`src/rtl/adder_share_arbiter.sv`:
```
// Round-robin arbiter sharing one WIDTH-bit adder among NUM_REQ requesters.
// One operation in flight: IDLE accepts, EXEC adds, RESP holds the tagged result.
module adder_share_arbiter #(
    parameter  int NUM_REQ = 4,
    parameter  int WIDTH   = 4,
    localparam int IDW     = (NUM_REQ > 1) ? $clog2(NUM_REQ) : 1
) (
    input  logic                     clk,
    input  logic                     rst_n,
    input  logic [NUM_REQ-1:0]       req_valid,
    output logic [NUM_REQ-1:0]       req_ready,
    input  logic [NUM_REQ*WIDTH-1:0] req_a,
    input  logic [NUM_REQ*WIDTH-1:0] req_b,
    output logic                     rsp_valid,
    input  logic                     rsp_ready,
    output logic [WIDTH:0]           rsp_sum,
    output logic [IDW-1:0]           rsp_id,
    output logic                     busy
);

    typedef enum logic [1:0] {
        S_IDLE,
        S_EXEC,
        S_RESP
    } state_t;

    state_t r_state;
    state_t w_next;

    logic [IDW-1:0]   r_ptr;
    logic [IDW-1:0]   r_id;
    logic [WIDTH-1:0] r_a;
    logic [WIDTH-1:0] r_b;
    logic [WIDTH:0]   r_sum;
    logic             r_valid;

    logic [IDW-1:0]   w_win;
    logic [IDW-1:0]   w_scan;
    logic             w_found;
    logic [WIDTH-1:0] w_a;
    logic [WIDTH-1:0] w_b;
    logic             w_accept;
    logic             w_rsp_hs;
    int               w_idx;

    // Scan from the pointer downwards so the closest valid requester wins last.
    always_comb begin
        w_found = 1'b0;
        w_win   = '0;
        w_scan  = '0;
        w_idx   = 0;
        for (int k = NUM_REQ - 1; k >= 0; k--) begin
            w_idx = int'(r_ptr) + k;
            if (w_idx >= NUM_REQ) begin
                w_idx = w_idx - NUM_REQ;
            end
            w_scan = IDW'(w_idx);
            if (req_valid[w_scan]) begin
                w_found = 1'b1;
                w_win   = w_scan;
            end
        end
    end

    always_comb begin
        w_a       = '0;
        w_b       = '0;
        req_ready = '0;
        for (int i = 0; i < NUM_REQ; i++) begin
            if (w_win == IDW'(i)) begin
                w_a = req_a[i*WIDTH +: WIDTH];
                w_b = req_b[i*WIDTH +: WIDTH];
                req_ready[i] = rst_n && (r_state == S_IDLE) && w_found;
            end
        end
    end

    assign w_accept = (r_state == S_IDLE) && w_found;
    assign w_rsp_hs = (r_state == S_RESP) && rsp_ready;

    always_comb begin
        w_next = r_state;
        unique case (r_state)
            S_IDLE:  if (w_accept) w_next = S_EXEC;
            S_EXEC:  w_next = S_RESP;
            S_RESP:  if (rsp_ready) w_next = S_IDLE;
            default: w_next = S_IDLE;
        endcase
    end

    always_ff @(posedge clk or negedge rst_n) begin
        if (!rst_n) begin
            r_state <= S_IDLE;
        end else begin
            r_state <= w_next;
        end
    end

    always_ff @(posedge clk or negedge rst_n) begin
        if (!rst_n) begin
            r_ptr   <= '0;
            r_id    <= '0;
            r_a     <= '0;
            r_b     <= '0;
            r_sum   <= '0;
            r_valid <= 1'b0;
        end else begin
            if (w_accept) begin
                r_a  <= w_a;
                r_b  <= w_b;
                r_id <= w_win;
            end
            if (r_state == S_EXEC) begin
                r_sum   <= {1'b0, r_a} + {1'b0, r_b};
                r_valid <= 1'b1;
            end
            if (w_rsp_hs) begin
                r_valid <= 1'b0;
                if (r_id == IDW'(NUM_REQ - 1)) begin
                    r_ptr <= '0;
                end else begin
                    r_ptr <= r_id + 1'b1;
                end
            end
        end
    end

    assign rsp_valid = r_valid;
    assign rsp_sum   = r_sum;
    assign rsp_id    = r_id;
    assign busy      = (r_state != S_IDLE);

endmodule
```
`config.mk`:
```
export PLATFORM = sky130hd
export DESIGN_NAME = adder_share_arbiter
export DESIGN_NICKNAME = d
export VERILOG_FILES = /design/src/rtl/adder_share_arbiter.sv
export SDC_FILE = /design/constraint.sdc
export NUM_CORES = 1
export LEC_CHECK = 0
export CELL_PAD_IN_SITES_DETAIL_PLACEMENT = 1
export CELL_PAD_IN_SITES_GLOBAL_PLACEMENT = 1
export CORE_MARGIN = 2
export CORE_UTILIZATION = 32
export DETAILED_ROUTE_END_ITERATION = 8
export PLACE_DENSITY = 0.9
export SLEW_MARGIN = 30
export SYNTH_ARGS = -nofsm -noshare
export SYNTH_HDL_FRONTEND = slang
export SYNTH_SLANG_ARGS = --single-unit
```
`constraint.sdc`:
```
create_clock -name clk -period 2.25 [get_ports clk]
set_input_delay 0.45 -clock clk [delete_from_list [all_inputs] [get_ports clk]]
set_output_delay 0.45 -clock clk [all_outputs]
set_load 0.02 [all_outputs]
```
==> reports/qor.yml, run 1 <==
outcome:
  outcome: "completed"
setup_path:
  cp-startpoint: "req_valid[0]"
  crit_required_ps: 1800
  worstPathMaxFanout: 4
  crit_arrival_ps: 1750
  critPathLaunchType: "input port"
  r2r_cells: 6
  critPathCaptureType: "output port"
  worstSetupPathType: "in2out"
  reg2reg_from: "r_state[1]"
  rr_endpoint: "r_a[0]"
  reg2reg_setup_slack_ps: 180
  endpoint: "req_ready[1]"
yosys:
  ys_top_cells_by_count: "dfrtp_1 (20), mux2i_1 (8), nand2_1 (7), nor2_1 (7)"
  synthCells: 121
  synth_most_common_cell: "dfrtp_1"
  synth_compound_area_frac: 0.2028
  yosysWarnings: 0
  synth_seq_area_share: 0.3956
  synth_mux_area_frac: 0.1464
  syn-num-nets: 166
  synth.top_cell.area_share: 0.3956
  synth_ff_type: "dfrtp_1"
  synth_area_leaders: "dfrtp_1 (40%), mux2i_1 (6.3%), mux2_2 (5.3%)"
  ys_async_sr_fraction: 1.000
  yosys.area_share.xor_xnor: 0.01385
  synthAdderAreaFrac: 0.06528
  synth_cell_types: 36
  ys_seq_elements: 20
  synth_area_leader_cell: "dfrtp_1"
  synth_edf_count: 0
  synth_top_family_by_area: "compound AO/OA/AOI/OAI gates"
  avgSynthCellArea_um2: 10.45
  synth_area_um2: 1265
  synth-simple-area-share: 0.1197
layout:
  layout.nets: 230
  area_delta_synth_final_pct: 58.06
  design_area_um2: 1999
  antennaDiodeCount: 0
  drive_gt1_frac: 0.2228
place:
  dpl_cell_area_um2: 1881
  place_hpwl_um: 2959
  place.gp.congestion: 0.7898
  portBuffers: 51
grt:
  grt_pass1_wl_um: 6423
  grt_max_degree: 21
  grt_usage: 0.1959
  grt_pass1_vias: 1353
  antenna_found_initial: 0
  overflow: 0
floorplanning:
  die-area_um2: 4472
  core_area_um2: 3744
  die_width_um: 66.87
  io_pins: 52
  die_y_um: 66.87
  start_util: 0.3379
  rows: 22
pwr:
  sw_frac_of_total: 0.4060
  p_per_area_nw_per_um2: 1281
  p_seq_frac: 0.268
  total_power_uw: 2561
  p_switching_uw: 1040
  p_leak_uw: 0.0009033
  power.internal_uw: 1521
  p_comb_frac: 0.591
  peakVddDrop_v: 0.0004603
  p_clk_frac: 0.140
routing:
  first_pass_iters: 5
  wl_per_cell_um: 17.09
  drt-total-wl_um: 3965
  first_iter_violations: 4
  ant_nets: 0
  num_vias: 1197
  drc: 0
  drt-vias-per-instance: 5.159
clocking:
  htree_levels: 1
  clkSinkCount: 20
  cts_tree: "done"
  cts_buffers: 3
  clkLatencyLatePin_ps: 260
  cts_root_buf: "clkbuf_8"
  clk_pin_slew_ps: 70
  clockBufferDepth: 2
sta:
  finalCritPeriodShare: 0.9757
  finalCriticalPeriod_ps: 2195
  setup_viol: 0
  fmax_ghz: 0.4555
  slew_viol_final: 0
  relSlewSlack: 0.6241
  grt_setup_unrepaired: "false"
  hold_viol: 0
  tightestPinTransition_ps: 561.8
  fin_worst_skew_ps: 2.410
flow_run:
  max-cap-violations: 0
worst_hold_path:
  min-delay-path-class: "reg2reg"
## power by group through the flow
stage	logic (uW)	clock network, uW	registers (uW)
after floorplan	851	0	732
after global placement	1350	0	666
after detailed placement	1440	0	687
after CTS	1500	360	689
after global routing	1650	384	711
final	1510	360	687
## repair_timing
action                                  4_1_cts  5_1_grt
hold buffers                                  0        0
pin swaps                                     3        2
gates cloned                                  0        0
hold endpoints to repair                      0        0
endpoints found under the setup margin       10        4
setup buffers                                 1        1
resized for setup                            30        3
## per-stage QoR
stage | TNS [ps] | instances | util | setup slack, ps | hold slack, ps
3_5_place_dp | -4729 | 226 | 0.5023 | -571.5 | 485.2
3_3_place_gp | -4080 | 226 | 0.5023 | -536.4 | 462.4
5_1_grt | 0 | 232 | 0.5341 | 23.78 | 542.8
6_report | 0 | 232 | 0.5341 | 54.66 | 494.0
4_1_cts | 0 | 231 | 0.5291 | 120.2 | 502.2
2_1_floorplan | 0 | 121 | - | 183.7 | 154.4
## area by class of cell
type | count | area (um^2)
clock buffer | 3 | 41.29
clock inverter | 1 | 30.03
fill | 426 | 1744
inverter | 9 | 33.78
multi-input combinational | 87 | 725.7
sequential | 20 | 500.5
tap | 48 | 60.06
timing repair buffer | 64 | 608.1
## how the worst min path moves through the flow
stage / slack [ps] / to / from / depth (start not counted)
floorplan: 150 / r_a[0] / rst_n / 0
global placement: 460 / rsp_valid / r_state[1] / 1
detailed placement: 490 / rsp_sum[1] / rsp_sum[1] / 2
CTS: 500 / rsp_sum[1] / rsp_sum[1] / 2
global route: 540 / r_b[3] / r_b[3] / 1
finish: 490 / rsp_sum[1] / rsp_sum[1] / 2
## cell families after synthesis
kind of cell	Yosys count
buf+inv	14
mux	17
xor+xnor	2
fa+ha+maj	6
flops	20
compound gates	31
simple gates	31
## cell usage in the layout, fill, tap and decap left out, types with 4 or more instances in the layout
| master | netlist | final |
|---|---|---|
| a21oi_1 | 5 | 4 |
| a221o_1 | 6 | 6 |
| buf_4 | 0 | 15 |
| clkdlybuf4s50_1 | 0 | 43 |
| dfrtp_1 | 20 | 20 |
| ha_1 | 5 | 5 |
| inv_1 | 6 | 6 |
| mux2_2 | 6 | 6 |
| mux2i_1 | 8 | 8 |
| nand2_1 | 7 | 7 |
| nor2_1 | 7 | 7 |
| nor3_1 | 6 | 6 |
| o21ai_1 | 6 | 6 |
## layer usage
| layer | vias to the layer above | global-route usage | share of wire |
|---|---|---|---|
| met2 | 45 | 0.3913 | 0.56 |
| li1 | 570 | - | - |
| met4 | 0 | 0.04592 | 0.0096 |
| met3 | 4 | 0.03209 | 0.045 |
| met5 | - | 0 | 0 |
| met1 | 578 | 0.2104 | 0.38 |
## critical path, stage by stage
cell and delay [ps]:
dlygate4sd2_1 250, buf_6 130, nor4_2 340, or2_1 200, inv_2 80, nand3_2 80, nor2_1 50, buf_4 150
## registers in the layout, summed over array words and instances (netlist names)
name	count
rsp_sum	5
r_a	4
r_b	4
r_ptr	2
r_state	2
rsp_id	2
rsp_valid	1
No activity file was read; power rests on OpenSTA's default activity.
==> inputs of run 2 (changes only) <==
--- a/config.mk
+++ b/config.mk
@@ -11,6 +11,7 @@
 export CORE_UTILIZATION = 32
 export DETAILED_ROUTE_END_ITERATION = 8
 export PLACE_DENSITY = 0.9
+export SETUP_SLACK_MARGIN = 0.3
 export SLEW_MARGIN = 30
 export SYNTH_ARGS = -nofsm -noshare
 export SYNTH_HDL_FRONTEND = slang
==> run 2 against run 1 <==
  * Clock power about the same
  * Core utilization up 3.7 points
  * Setup slack better by 92 ps
  * Final cell count up 2.2%
  * Combinational power up 13%
  * Sequential share of layout area down 1.6 points
  * Fmax up 4.4%
  * Routed wire length up 9.1%
  * Critical endpoint unchanged
==> reports/qor.yml, run 2 (synthesized netlist as in run 1, its figures left out) <==
floorplanning:
  die_y_um: 66.87  # unchanged
  rows: 22  # unchanged
  core_area_um2: 3744  # unchanged
  die_width_um: 66.87  # unchanged
  die-area_um2: 4472  # unchanged
  io_pins: 52  # unchanged
  start_util: 0.3379  # unchanged
pwr:
  peakVddDrop_v: 0.0005196  # +13%
  p_per_area_nw_per_um2: 1285  # +0.32%
  p_leak_uw: 0.0009281  # +2.7%
routing:
  first_iter_violations: 25  # +21
  first_pass_iters: 4  # -1
  drt-vias-per-instance: 5.198  # +0.75%
  wl_per_cell_um: 18.25  # +6.8%
  drc: 0  # unchanged
  num_vias: 1232  # +2.9%
  ant_nets: 0  # unchanged
  drt-total-wl_um: 4325  # +9.1%
layout:
  area_delta_synth_final_pct: 68.94
  layout.nets: 235  # +2.2%
  seq_area_um2: 501.7  # +0.25%
  antennaDiodeCount: 0  # unchanged
  multiInputGateArea_um2: 807.0  # +11%
  final_common_cell: "clkdlybuf4s50_1"
  drive_gt1_frac: 0.2857  # +0.06289
  fillers: 408  # -4.2%
  largest_reg_flops: 5  # unchanged
  utilization: 0.5709  # +0.03677
  final_cell_mix: "clkdlybuf4s50_1 (42), dfrtp_1 (19), buf_4 (15), mux2i_1 (8)"
sta:
  grt_setup_unrepaired: "true"
  fin_worst_skew_ps: 3.772  # +1.362 ps
  fmax_ghz: 0.4754  # +4.4%
  hold_viol: 0  # unchanged
  tightestPinTransition_ps: 392.1  # -169.7 ps
  relSlewSlack: 0.7383  # +0.1142
  setup_viol: 0  # unchanged
  finalCritPeriodShare: 0.9349  # -0.04076
  setup_slack_ps: 146.4  # +91.70 ps
  slew_viol_final: 0  # unchanged
  finalCriticalPeriod_ps: 2104  # -91.70 ps
setup_path:
  crit_required_ps: 1800  # about the same
  path_delay_family: "flip-flops"
  reg2reg_setup_slack_ps: 150  # -30 ps
  worstSetupPathType: "reg2out"
  worstPathMaxFanout: 5  # +1
  crit_arrival_ps: 1650  # -100 ps
  rr_endpoint: "r_b[2]"
  cpMaxStageDelayCell: "dfrtp_2"
  reg2reg_from: "r_ptr[1]"
  path_buf_inv: 2  # -2
  cp-startpoint: "r_ptr[1]"
  critPathLaunchType: "flip-flop"
  slowest_delay_ps: 450  # +110 ps
  endpoint: "req_ready[1]"
  cp_cell_sequence: "mux2_4, o221ai_4, inv_2, nand3_4, nor2_4, buf_6"
  r2r_cells: 6  # unchanged
  path_depth: 6  # -2
  critPathCaptureType: "output port"
worst_hold_path:
  min-delay-path-class: "reg2reg"
place:
  place.gp.congestion: 0.7994  # +1.2%
  portBuffers: 51  # unchanged
  place_hpwl_um: 3074  # +3.9%
  place_ws_ps: -582.9  # -11.36 ps
clocking:
  htree_levels: 1  # unchanged
  clkSinkCount: 20  # unchanged
  cts_root_buf: "clkbuf_8"
  cts_tree: "done"
  hold_buffers: 0  # unchanged
  cts_buffers: 3  # unchanged
  clockBufferDepth: 2  # unchanged
  clkLatencyLatePin_ps: 260  # about the same
  clk_pin_slew_ps: 80  # about the same
grt:
  antenna_found_initial: 0  # unchanged
  grt_usage: 0.2098  # +0.01386
  grt_pass1_wl_um: 6782  # +5.6%
  grt_max_degree: 21  # unchanged
  overflow: 0  # unchanged
  grt_pass1_vias: 1346  # -0.52%
outcome:
  outcome: "completed"
flow_run:
  max-cap-violations: 0  # unchanged
run 2: stage by stage:
stage,hold WS [ps],instance area (um^2),cells,setup TNS [ps],total power (uW)
detailed placement,477.6,1941,227,-4345,2210
global placement,468.8,1941,227,-3865,2101
CTS,495.9,2095,234,0,2681
global route,518.6,2137,237,0,2934
floorplan,154.4,1320,121,0,1651
finish,492.2,2137,237,0,2747
run 2: repair_timing:
item / 4_1_cts / 5_1_grt
pin swaps: 8 / 2
hold endpoints to repair: 0 / 0
buffers inserted: 3 / 3
endpoints found under the setup margin: 12 / 13
resized for setup: 39 / 6
run 2: worst min-delay path by stage:
stage | from | endpoint | cells past startpoint
after floorplan | rst_n | r_a[0] | 0
after global placement | rsp_sum[1] | rsp_sum[1] | 2
after detailed placement | rsp_sum[3] | rsp_sum[3] | 2
after CTS | rsp_sum[3] | rsp_sum[3] | 2
after global routing | rsp_sum[0] | rsp_sum[0] | 1
final | rsp_sum[3] | rsp_sum[3] | 2
run 2: worst min-delay path: stages, from the launching register on:
cell and delay (ps):
dfrtp_1 340, nand2_1 50, o21ai_1 60
run 2: where the power goes:
group,leakage [uW],internal [uW],total (uW),switching (uW)
combinational,0.000651,835,1700,867
sequential,0.000242,542,684,142
clock,0.0000357,237,360,123
total,0.000928,1620,2750,1130
run 2: area by class of cell:
type / count / area share
well taps: 48 / 0.02810
multi-input cells: 87 / 0.3776
clock buffers: 3 / 0.01932
inverters: 9 / 0.01581
repair buffers: 69 / 0.3103
flip-flops and latches: 20 / 0.2348
clock inverters: 1 / 0.01405
run 2: layer usage:
metal	wire length, um	part of all wire	GRT usage
met2	2372	0.55	0.3975
met5	0	0	0
met1	1629	0.38	0.2293
met4	154	0.036	0.09949
met3	169	0.039	0.02365
==> inputs of run 3 (changes only) <==
--- a/config.mk
+++ b/config.mk
@@ -9,6 +9,7 @@
 export CELL_PAD_IN_SITES_GLOBAL_PLACEMENT = 1
 export CORE_MARGIN = 2
 export CORE_UTILIZATION = 32
+export CTS_CLUSTER_SIZE = 14
 export DETAILED_ROUTE_END_ITERATION = 8
 export PLACE_DENSITY = 0.9
 export SETUP_SLACK_MARGIN = 0.3
@@ -16,3 +17,4 @@
 export SYNTH_ARGS = -nofsm -noshare
 export SYNTH_HDL_FRONTEND = slang
 export SYNTH_SLANG_ARGS = --single-unit
+export TNS_END_PERCENT = 50
==> run 3 against run 2 <==
  * Global-route usage up 2.0 points
  * Largest power group unchanged
  * Worst hold slack lost 2.7 ps
  * Fmax decreased by 1.4%
  * Flip-flop and latch count stayed put
==> reports/qor.yml, run 3 (synthesized netlist as in run 1, its figures left out) <==
place:
  place_hpwl_um: 3150  # +2.5%
  place.gp.congestion: 0.7593  # -5.0%
  portBuffers: 51  # unchanged
  place_ws_ps: -596.8  # -13.97 ps
clocking:
  clk_pin_slew_ps: 80  # about the same
  cts_tree: "done"
  clkLatencyLatePin_ps: 260  # about the same
  clkSinkCount: 20  # unchanged
  htree_levels: 1  # unchanged
  clockBufferDepth: 2  # unchanged
  cts_root_buf: "clkbuf_8"
  cts_buffers: 3  # unchanged
grt:
  antenna_found_initial: 1  # +1
  met1_usage: 0.2659  # +0.03659
  grt_max_degree: 21  # unchanged
  use_met2: 0.4313  # +0.03375
  overflow: 0  # unchanged
  grt_pass1_vias: 1380  # +2.5%
  grt_usage: 0.2300  # +0.02021
  grt_pass1_wl_um: 7314  # +7.8%
  grt_most_used_layer: "met2"
  grtUsageMet3: 0.008446  # -0.01520
routing:
  num_vias: 1250  # +1.5%
  drt-vias-per-instance: 5.252  # +1.0%
  first_iter_violations: 38  # +52%
  drc: 0  # unchanged
  wl_per_cell_um: 20.20  # +11%
  ant_nets: 0  # unchanged
  first_pass_iters: 4  # unchanged
  drt-total-wl_um: 4808  # +11%
pwr:
  p_per_area_nw_per_um2: 1297  # +0.89%
  peakVddDrop_v: 0.0005747  # +11%
  p_leak_uw: 0.0009384  # +1.1%
layout:
  largest_reg_flops: 5  # unchanged
  utilization: 0.5782  # +0.007353
  final_common_cell: "clkdlybuf4s50_1"
  drive_gt1_frac: 0.3122  # +0.02646
  fillers: 423  # +3.7%
  layout.nets: 235  # unchanged
  area_delta_synth_final_pct: 71.12
  final_cell_mix: "clkdlybuf4s50_1 (43), dfrtp_1 (18), buf_4 (14), mux2i_1 (8), nand2_1 (7)"
setup_path:
  worstPathMaxFanout: 4  # -1
  slowest_delay_ps: 460  # about the same
  cp_cell_sequence: "mux2_4, o221ai_4, inv_2, nand3_4, nor2_4, buf_6"
  crit_arrival_ps: 1680  # +30 ps
  critPathCaptureType: "output port"
  critPathLaunchType: "flip-flop"
  path_buf_inv: 2  # unchanged
  path_delay_family: "flip-flops"
  cpMaxStageDelayCell: "dfrtp_2"
  crit_required_ps: 1800  # about the same
  worstSetupPathType: "reg2out"
sta:
  hold_viol: 0  # unchanged
  holdWs_ps: 489.5  # -2.655 ps
  finalCriticalPeriod_ps: 2134  # +30.64 ps
  setup_tns_ps: 0  # unchanged
  fmax_ghz: 0.4685  # -1.4%
  setup_slack_ps: 115.7  # -30.65 ps
  slew_viol_final: 0  # unchanged
  fin_worst_skew_ps: 3.084  # -0.6883 ps
  tightestPinTransition_ps: 387.3  # -4.797 ps
  setup_viol: 0  # unchanged
  finalCritPeriodShare: 0.9486  # +0.01362
  grt_setup_unrepaired: "true"
  relSlewSlack: 0.7415  # +0.003202
floorplanning:
  io_pins: 52  # unchanged
  die_y_um: 66.87  # unchanged
  die-area_um2: 4472  # unchanged
  rows: 22  # unchanged
  die_width_um: 66.87  # unchanged
  start_util: 0.3379  # unchanged
  core_area_um2: 3744  # unchanged
outcome:
  outcome: "completed"
flow_run:
  max-cap-violations: 0  # unchanged
worst_hold_path:
  min-delay-path-class: "reg2reg"
-- run 3: per-stage QoR --
stage	instance area [um^2]	power [uW]	cells
floorplan	1318	1645	121
global placement	1941	2084	227
detailed placement	1941	2209	227
CTS	2130	2682	236
global route	2165	2983	238
finish	2165	2807	238
-- run 3: what timing repair did --
| item | CTS | global route |
|---|---|---|
| cloned | 1 | 0 |
| pin swaps | 10 | 8 |
| endpoints found under the setup margin | 13 | 12 |
| buffers inserted | 4 | 1 |
| gates resized for setup | 48 | 8 |
| hold buffers | 0 | 0 |
-- run 3: final timing paths --
path                       slack [ps]  cells after the start        from            to
max reg2reg                       130                      6    r_ptr[1]        r_a[2]
max in group asynchronous        1270                      2       rst_n      r_ptr[0]
min reg2reg                       490                      2  rsp_sum[3]    rsp_sum[3]
min in group asynchronous         750                      2       rst_n        r_b[1]
max                               120                      6    r_ptr[1]  req_ready[3]
min                               490                      2  rsp_sum[3]    rsp_sum[3]
-- run 3: layout make-up --
type                    instances  area [um^2]  area share
diodes                          1        2.502    0.001156
repair buffers                 69        684.4      0.3162
inverters                       9        36.28     0.01676
flip-flops and latches         20        503.0      0.2324
well taps                      48        60.06     0.02775
clock buffers                   4        55.05     0.02543
multi-input cells              87        823.3      0.3803
-- run 3: metal layers --
metal  up-vias  wire (um)
met5         -          0
met4         0        204
met3        14        130
met2        45       2692
met1       611       1780
li1        580          -
-- run 3: worst register-to-register path: cells and delay by family, from the launching register on --
family,cells,cell delay (ps)
DFF,1,460
buffers and inverters,2,310
muxes,2,660
AOI/OAI and AO/OA,2,580
-- run 3: report_power, final --
group	total [uW]	internal, uW	switching [uW]
clock network	282	156	126
logic	1820	894	928
registers	703	544	159
total	2810	1590	1210
